==> src/rtl/mem_stage.sv <==
// Memory-access stage: forwards ALU results and runs one outstanding
// load/store at a time on the data-memory port, with an ack timeout.
module mem_stage #(
    parameter int REG_AW  = 4,
    parameter int TIMEOUT = 16,
    parameter int DATA_W  = 16
) (
    input  logic              clk,
    input  logic              rst_n,
    input  logic              ex_valid,
    output logic              ex_ready,
    input  logic [DATA_W-1:0] ex_alu_result,
    input  logic [DATA_W-1:0] ex_store_data,
    input  logic              ex_is_load,
    input  logic              ex_is_store,
    input  logic [REG_AW-1:0] ex_rd,
    input  logic              ex_rd_we,
    output logic              dmem_req,
    output logic              dmem_we,
    output logic [DATA_W-1:0] dmem_addr,
    output logic [DATA_W-1:0] dmem_wdata,
    input  logic              dmem_ack,
    input  logic [DATA_W-1:0] dmem_rdata,
    output logic [DATA_W-1:0] alu_op_out,
    output logic [DATA_W-1:0] ld_op_out,
    output logic              wr_mux_sel_out_sync,
    output logic [REG_AW-1:0] wb_rd,
    output logic              wb_we,
    output logic              wb_valid,
    output logic              mem_err
);

    typedef enum logic {IDLE, WAIT_ACK} state_t;

    localparam logic [7:0] CNT_LAST = 8'(TIMEOUT - 1);

    state_t            state, state_nxt;
    logic [7:0]        cnt;
    logic [REG_AW-1:0] rd_p0;
    logic              rd_we_p0;
    logic              accept;
    logic              is_mem;
    logic              timeout_hit;

    // Gated by rst_n so every output reads 0 while reset is held.
    assign ex_ready    = rst_n && (state == IDLE);
    assign accept      = ex_valid && ex_ready;
    assign is_mem      = ex_is_load || ex_is_store;
    assign timeout_hit = (cnt == CNT_LAST);

    always_comb begin
        state_nxt = state;
        case (state)
            IDLE: begin
                if (accept && is_mem)
                    state_nxt = WAIT_ACK;
            end
            WAIT_ACK: begin
                if (dmem_ack || timeout_hit)
                    state_nxt = IDLE;
            end
            default: state_nxt = IDLE;
        endcase
    end

    always_ff @(posedge clk or negedge rst_n) begin
        if (!rst_n) begin
            state               <= IDLE;
            cnt                 <= '0;
            rd_p0               <= '0;
            rd_we_p0            <= 1'b0;
            dmem_req            <= 1'b0;
            dmem_we             <= 1'b0;
            dmem_addr           <= '0;
            dmem_wdata          <= '0;
            alu_op_out          <= '0;
            ld_op_out           <= '0;
            wr_mux_sel_out_sync <= 1'b0;
            wb_rd               <= '0;
            wb_we               <= 1'b0;
            wb_valid            <= 1'b0;
            mem_err             <= 1'b0;
        end else begin
            state    <= state_nxt;
            wb_valid <= 1'b0;
            wb_we    <= 1'b0;
            case (state)
                IDLE: begin
                    if (accept && is_mem) begin
                        // A load+store combination is treated as a store.
                        dmem_addr  <= ex_alu_result;
                        dmem_wdata <= ex_store_data;
                        dmem_we    <= ex_is_store;
                        rd_p0      <= ex_rd;
                        rd_we_p0   <= ex_rd_we;
                        dmem_req   <= 1'b1;
                        cnt        <= '0;
                    end else if (accept) begin
                        alu_op_out          <= ex_alu_result;
                        wr_mux_sel_out_sync <= 1'b0;
                        wb_rd               <= ex_rd;
                        wb_we               <= ex_rd_we;
                        wb_valid            <= 1'b1;
                    end
                end
                WAIT_ACK: begin
                    // Ack wins over a timeout landing on the same cycle.
                    if (dmem_ack) begin
                        dmem_req <= 1'b0;
                        wb_valid <= 1'b1;
                        wb_rd    <= rd_p0;
                        if (dmem_we) begin
                            wr_mux_sel_out_sync <= 1'b0;
                        end else begin
                            ld_op_out           <= dmem_rdata;
                            wr_mux_sel_out_sync <= 1'b1;
                            wb_we               <= rd_we_p0;
                        end
                    end else if (timeout_hit) begin
                        dmem_req <= 1'b0;
                        mem_err  <= 1'b1;
                        wb_valid <= 1'b1;
                        wb_rd    <= rd_p0;
                    end else begin
                        cnt <= cnt + 8'd1;
                    end
                end
                default: ;
            endcase
        end
    end

endmodule

==> config.mk <==
export PLATFORM = sky130hd
export DESIGN_NAME = mem_stage
export DESIGN_NICKNAME = d
export VERILOG_FILES = /design/src/rtl/mem_stage.sv
export SDC_FILE = /design/constraint.sdc
export NUM_CORES = 1
export LEC_CHECK = 0
export ABC_AREA = 1
export CORE_UTILIZATION = 47
export CTS_CLUSTER_DIAMETER = 50
export DETAILED_ROUTE_END_ITERATION = 8
export PLACE_DENSITY = 0.84
export SLEW_MARGIN = 40
export SYNTH_ARGS = -nofsm -noshare
export SYNTH_HDL_FRONTEND = slang
export SYNTH_SLANG_ARGS = --single-unit
==> constraint.sdc <==
create_clock -name clk -period 3.75 [get_ports clk]
set_clock_uncertainty 0.2 [all_clocks]
set_input_delay 0.75 -clock clk [delete_from_list [all_inputs] [get_ports clk]]
set_output_delay 0.75 -clock clk [all_outputs]
set_load 0.02 [all_outputs]
Word-level counts from Yosys, hierarchy flattened
Cells that the tools add are included.

storage, ports and cells
  flip-flop bits (word level) = 88
  logic and storage cells = 72

operators by class
  $add $sub $neg = 1
  equality and inequality tests = 8
  muxes and demuxes = 31
  bitwise gates (word level) = 4
  reductions and logical operators = 13

operator list
  operator             number
  $mux 8               3
  $reduce_and 3->1     6
  $mux 1               17
  $mux 4               4
  $pmux 8 s2           1
  $ne 2x2->1 const B   5
  $pmux 1 s2           5
  $add 8x1->8 const B  1
  $eq 8x4->1 const B   1
  $pmux 4 s2           1
  $not 1->1            4
  $reduce_and 2->1     2
  $logic_and 1x1->1    3
  $ne 3x2->1 const B   1
  $logic_or 1x1->1     2
  $ne 2x1->1 const B   1

Logic depth before layout (Yosys ltp)
  word-level depth = 6
  gate-level depth with buffers = 9
  depth with buffers taken out = 8

Worst setup path before layout
OpenSTA, ideal clock, no wires.

  path type = input to register
  start = input port rst_n
  end = register dmem_wdata[10]
  library setup time = 117 ps
  arrival = 1626 ps
  slack = 1807 ps
  stages = 9
  path buffers = 2
  path through = inv_1 -> nor2_4 -> nand2_2 -> nor2_8 -> inv_2 -> buf_6 -> buf_6 -> nand2_1 -> nand2_1

on the way
  longest elaborated chain between the ends = 4

RTL lines
  what                               RTL line  RTL
  start, declared                    9         input logic rst_n,
  $logic_and 1x1->1                  46        assign ex_ready = rst_n && (state == IDLE);
  named net ex_ready                 11        output logic ex_ready,
  $logic_and 1x1->1                  47        assign accept = ex_valid && ex_ready;
  $logic_and 1x1->1                  89        if (accept && is_mem) begin
  $reduce_and 2->1 (no source line)  --
  end signal, assigned               92        dmem_wdata <= ex_store_data;
  end, declared                      21        output logic [DATA_W-1:0] dmem_wdata,

The timed path passes the listed nets, and every way through them passes these cells.
A chain may end at the register's enable or synchronous reset.

Worst setup path in the final report
  start = register state
  end = output port ex_ready

on the way
  longest elaborated chain between the ends = 2

RTL lines
  what                        RTL line  RTL
  start, declared             37        state_t state, state_nxt;
  start signal, assigned      84        state <= state_nxt;
  $not 1->1 (no source line)  --
  $logic_and 1x1->1           46
  end, declared               11

Every way passes these cells.

==> results.cfg <==
[placement]
hpwl_um = 5910
gp_congestion = 0.8377
portBuffers = 133
placed_area_sq_mm = 0.004969
pre_cts_ws_ns = 0.8416

[cts]
cts-resized-gates = 0
numCtsBuffers = 9
cts_setup_buffers = 0
htree_levels = 3
numClockSinks = 88
clk_pin_slew_ns = 0.08
cts_buffer_depth = 2
cts_hold_buf = 0
cts_root_buf = clkbuf_8
cts_tree = built
clk-insertion-delay-late_ns = 0.36

[synthesis]
avgSynthCellArea_sq_um = 9.817
muxShareOfSynthArea = 0.05042
ys_warn_count = 0
yosysUniqueCellTypes = 28
synth_cells = 364
synth_xor_xnor_area_share = 0.004902
synthAdderAreaFrac = 0.003501
ys_ff_latch = 88
synth_compound_area_frac = 0.08123
synth_top_family_by_area = simple AND/OR/NAND/NOR gates
ys_seq_area_frac = 0.6162
synth_area_sq_mm = 0.003573
synth_nets = 424
synth-simple-area-share = 0.1866

[worst_setup_path]
cp.required_ns = 2.80
endpoint_kind = primary output
worstPathArrival_ns = 1.68
criticalPathCategory = flip-flop to primary output
cpPeakStageDelay_ns = 0.62
cp_max_fo = 5
crit_path_cell_trace = nor2_4 > clkdlybuf4s50_1
slowest_stage = clkdlybuf4s50_1
startpoint_type = flip-flop

[layout]
final_layout_size_suffix_gt1_frac = 0.08184
multi_input_area_sq_mm = 0.001167
seq_area_sq_mm = 0.002202
area_delta_synth_final_pct = 44.54
n_antenna_cell = 0
postLayoutCellArea_sq_mm = 0.005165
nets = 557
fill_cells = 578

[worst_hold_path]
hold_path_class = flip-flop to flip-flop

[timing]
post-route-period-util = 0.7020
setup_tns_ns = 0
slew-limit-headroom = 0.5536
whs_ns = 0.2609
worst_pin_slew_ns = 0.6697
rsz0062_at_grt = no
drv_slew = 0
finalSetupViolations = 0
max_freq_mhz = 379.8
min_period_ns = 2.633
hold_viol = 0
worst_slack_ns = 1.117

[global_route]
grt_overflow_total = 0
grt_max_degree = 89
grt_first_pass_wirelength_um = 13430
grt_pass1_vias = 2882
grt_usage = 0.2270
antenna_found_initial = 0

[detailed_routing]
drc = 0
drt-initial-drc-count = 139
drtPass1Iterations = 4
wire_per_inst_um = 14.16
vias = 2938
drt_wl_total_um = 8497
drt-vias-per-instance = 4.897
antenna_left = 0

[run_status]
outcome = complete, no violations

[power]
p_per_area_mw_per_mm2 = 590.5
ir_worst_vdd_uv = 389.3
p_leak_nw = 2.444

[floorplanning]
std_cell_rows = 31
die_w_um = 89.20
dieArea_sq_mm = 0.007956
coreArea_sq_mm = 0.007292
io_pins = 134
fp.dieH_um = 89.20
start_util = 0.4900

[job]
maxCapViolations = 0
metal layers:
metal,part of all wire,wire (um),vias up,track usage
met5,0,0,-,0
met2,0.50,4231,87,0.3616
li1,-,-,1416,-
met3,0.057,482,25,0.04709
met4,0.035,300,0,0.1342
met1,0.41,3482,1410,0.2885
registers in the layout, summed over array words and instances, names as in the netlist:
register,flops
wb_rd,4
rd_we_p0,1
mem_err,1
cnt,8
ld_op_out,16
wb_valid,1
dmem_addr,16
rd_p0,4
dmem_wdata,16
wr_mux_sel_out_sync,1
dmem_we,1
dmem_req,1
state,1
alu_op_out,16
wb_we,1
cell type report:
cell class,count,share of cell area
flip-flops and latches,88,0.4264
repair buffers,136,0.2628
multi-input cells,230,0.2260
clock buffers,10,0.02665
well taps,99,0.02398
inverters,32,0.02326
clock inverters,5,0.01090
path summary, 6_finish.rpt:
kind / startpoint / end / slack (ns) / cells after the start
max: state / ex_ready / 1.12 / 2
max in group asynchronous: rst_n / wr_mux_sel_out_sync / 2.53 / 2
min in group asynchronous: rst_n / dmem_addr[12] / 0.36 / 2
min reg2reg: mem_err / mem_err / 0.26 / 1
max reg2reg: state / dmem_addr[11] / 1.49 / 7
min: mem_err / mem_err / 0.26 / 1
cells by family (layout without fill, tap and decap cells):
| group | count (synthesis) | count (layout) |
|---|---|---|
| AO/OA/AOI/OAI | 54 | 54 |
| flip-flops | 88 | 88 |
| multiplexers | 16 | 16 |
| buffers and inverters | 46 | 183 |
| AND/OR/NAND/NOR | 157 | 157 |
| adder cells (fa/ha/maj) | 1 | 1 |
| XOR/XNOR | 2 | 2 |
cell usage after synthesis (all sizes together):
cell,count,area share
xnor2,1,0.0025
ha,1,0.0035
o21bai,1,0.0021
nor3,1,0.0014
inv,32,0.034
nand3,18,0.030
nor2,18,0.028
dfrtp,88,0.62
clkbuf,4,0.0042
a21oi,1,0.0014
mux2,16,0.050
buf,10,0.019
o22ai,1,0.0018
a21o,2,0.0042
xor2,1,0.0025
nand2,120,0.13
o21ai,49,0.072
worst max-delay path: cells and delay by family, from the launching register on:
kind / cells / cell delay, ns
and+or+nand+nor: 1 / 0.20
buffers and inverters: 1 / 0.62
DFF: 1 / 0.50
power by group:
part           total [W]  internal [W]  switching [W]
clock           0.000652      0.000323       0.000329
sequential       0.00131       0.00118       0.000133
combinational    0.00109      0.000539       0.000546
cell usage in the layout (no fill, tap or decap), types with 2 or more instances in the layout:
| master | count |
|---|---|
| nand2_1 | 119 |
| nor2_1 | 14 |
| nand3_1 | 16 |
| clkbuf_8 | 11 |
| clkdlybuf4s50_1 | 132 |
| o21ai_0 | 29 |
| a21o_1 | 2 |
| nor2_4 | 2 |
| inv_1 | 31 |
| o21ai_1 | 19 |
| mux2_1 | 3 |
| buf_4 | 3 |
| clkinv_2 | 2 |
| dfrtp_1 | 88 |
| mux2_2 | 13 |
stage by stage:
step / power [W] / cells / util
global placement: 0.002386 / 585 / 0.6809
finish: 0.003050 / 600 / 0.7083
CTS: 0.003071 / 600 / 0.7080
global route: 0.003201 / 600 / 0.7083
floorplan: 0.001827 / 364 / -
detailed placement: 0.002417 / 585 / 0.6814
(Power assumes the default switching activity.)
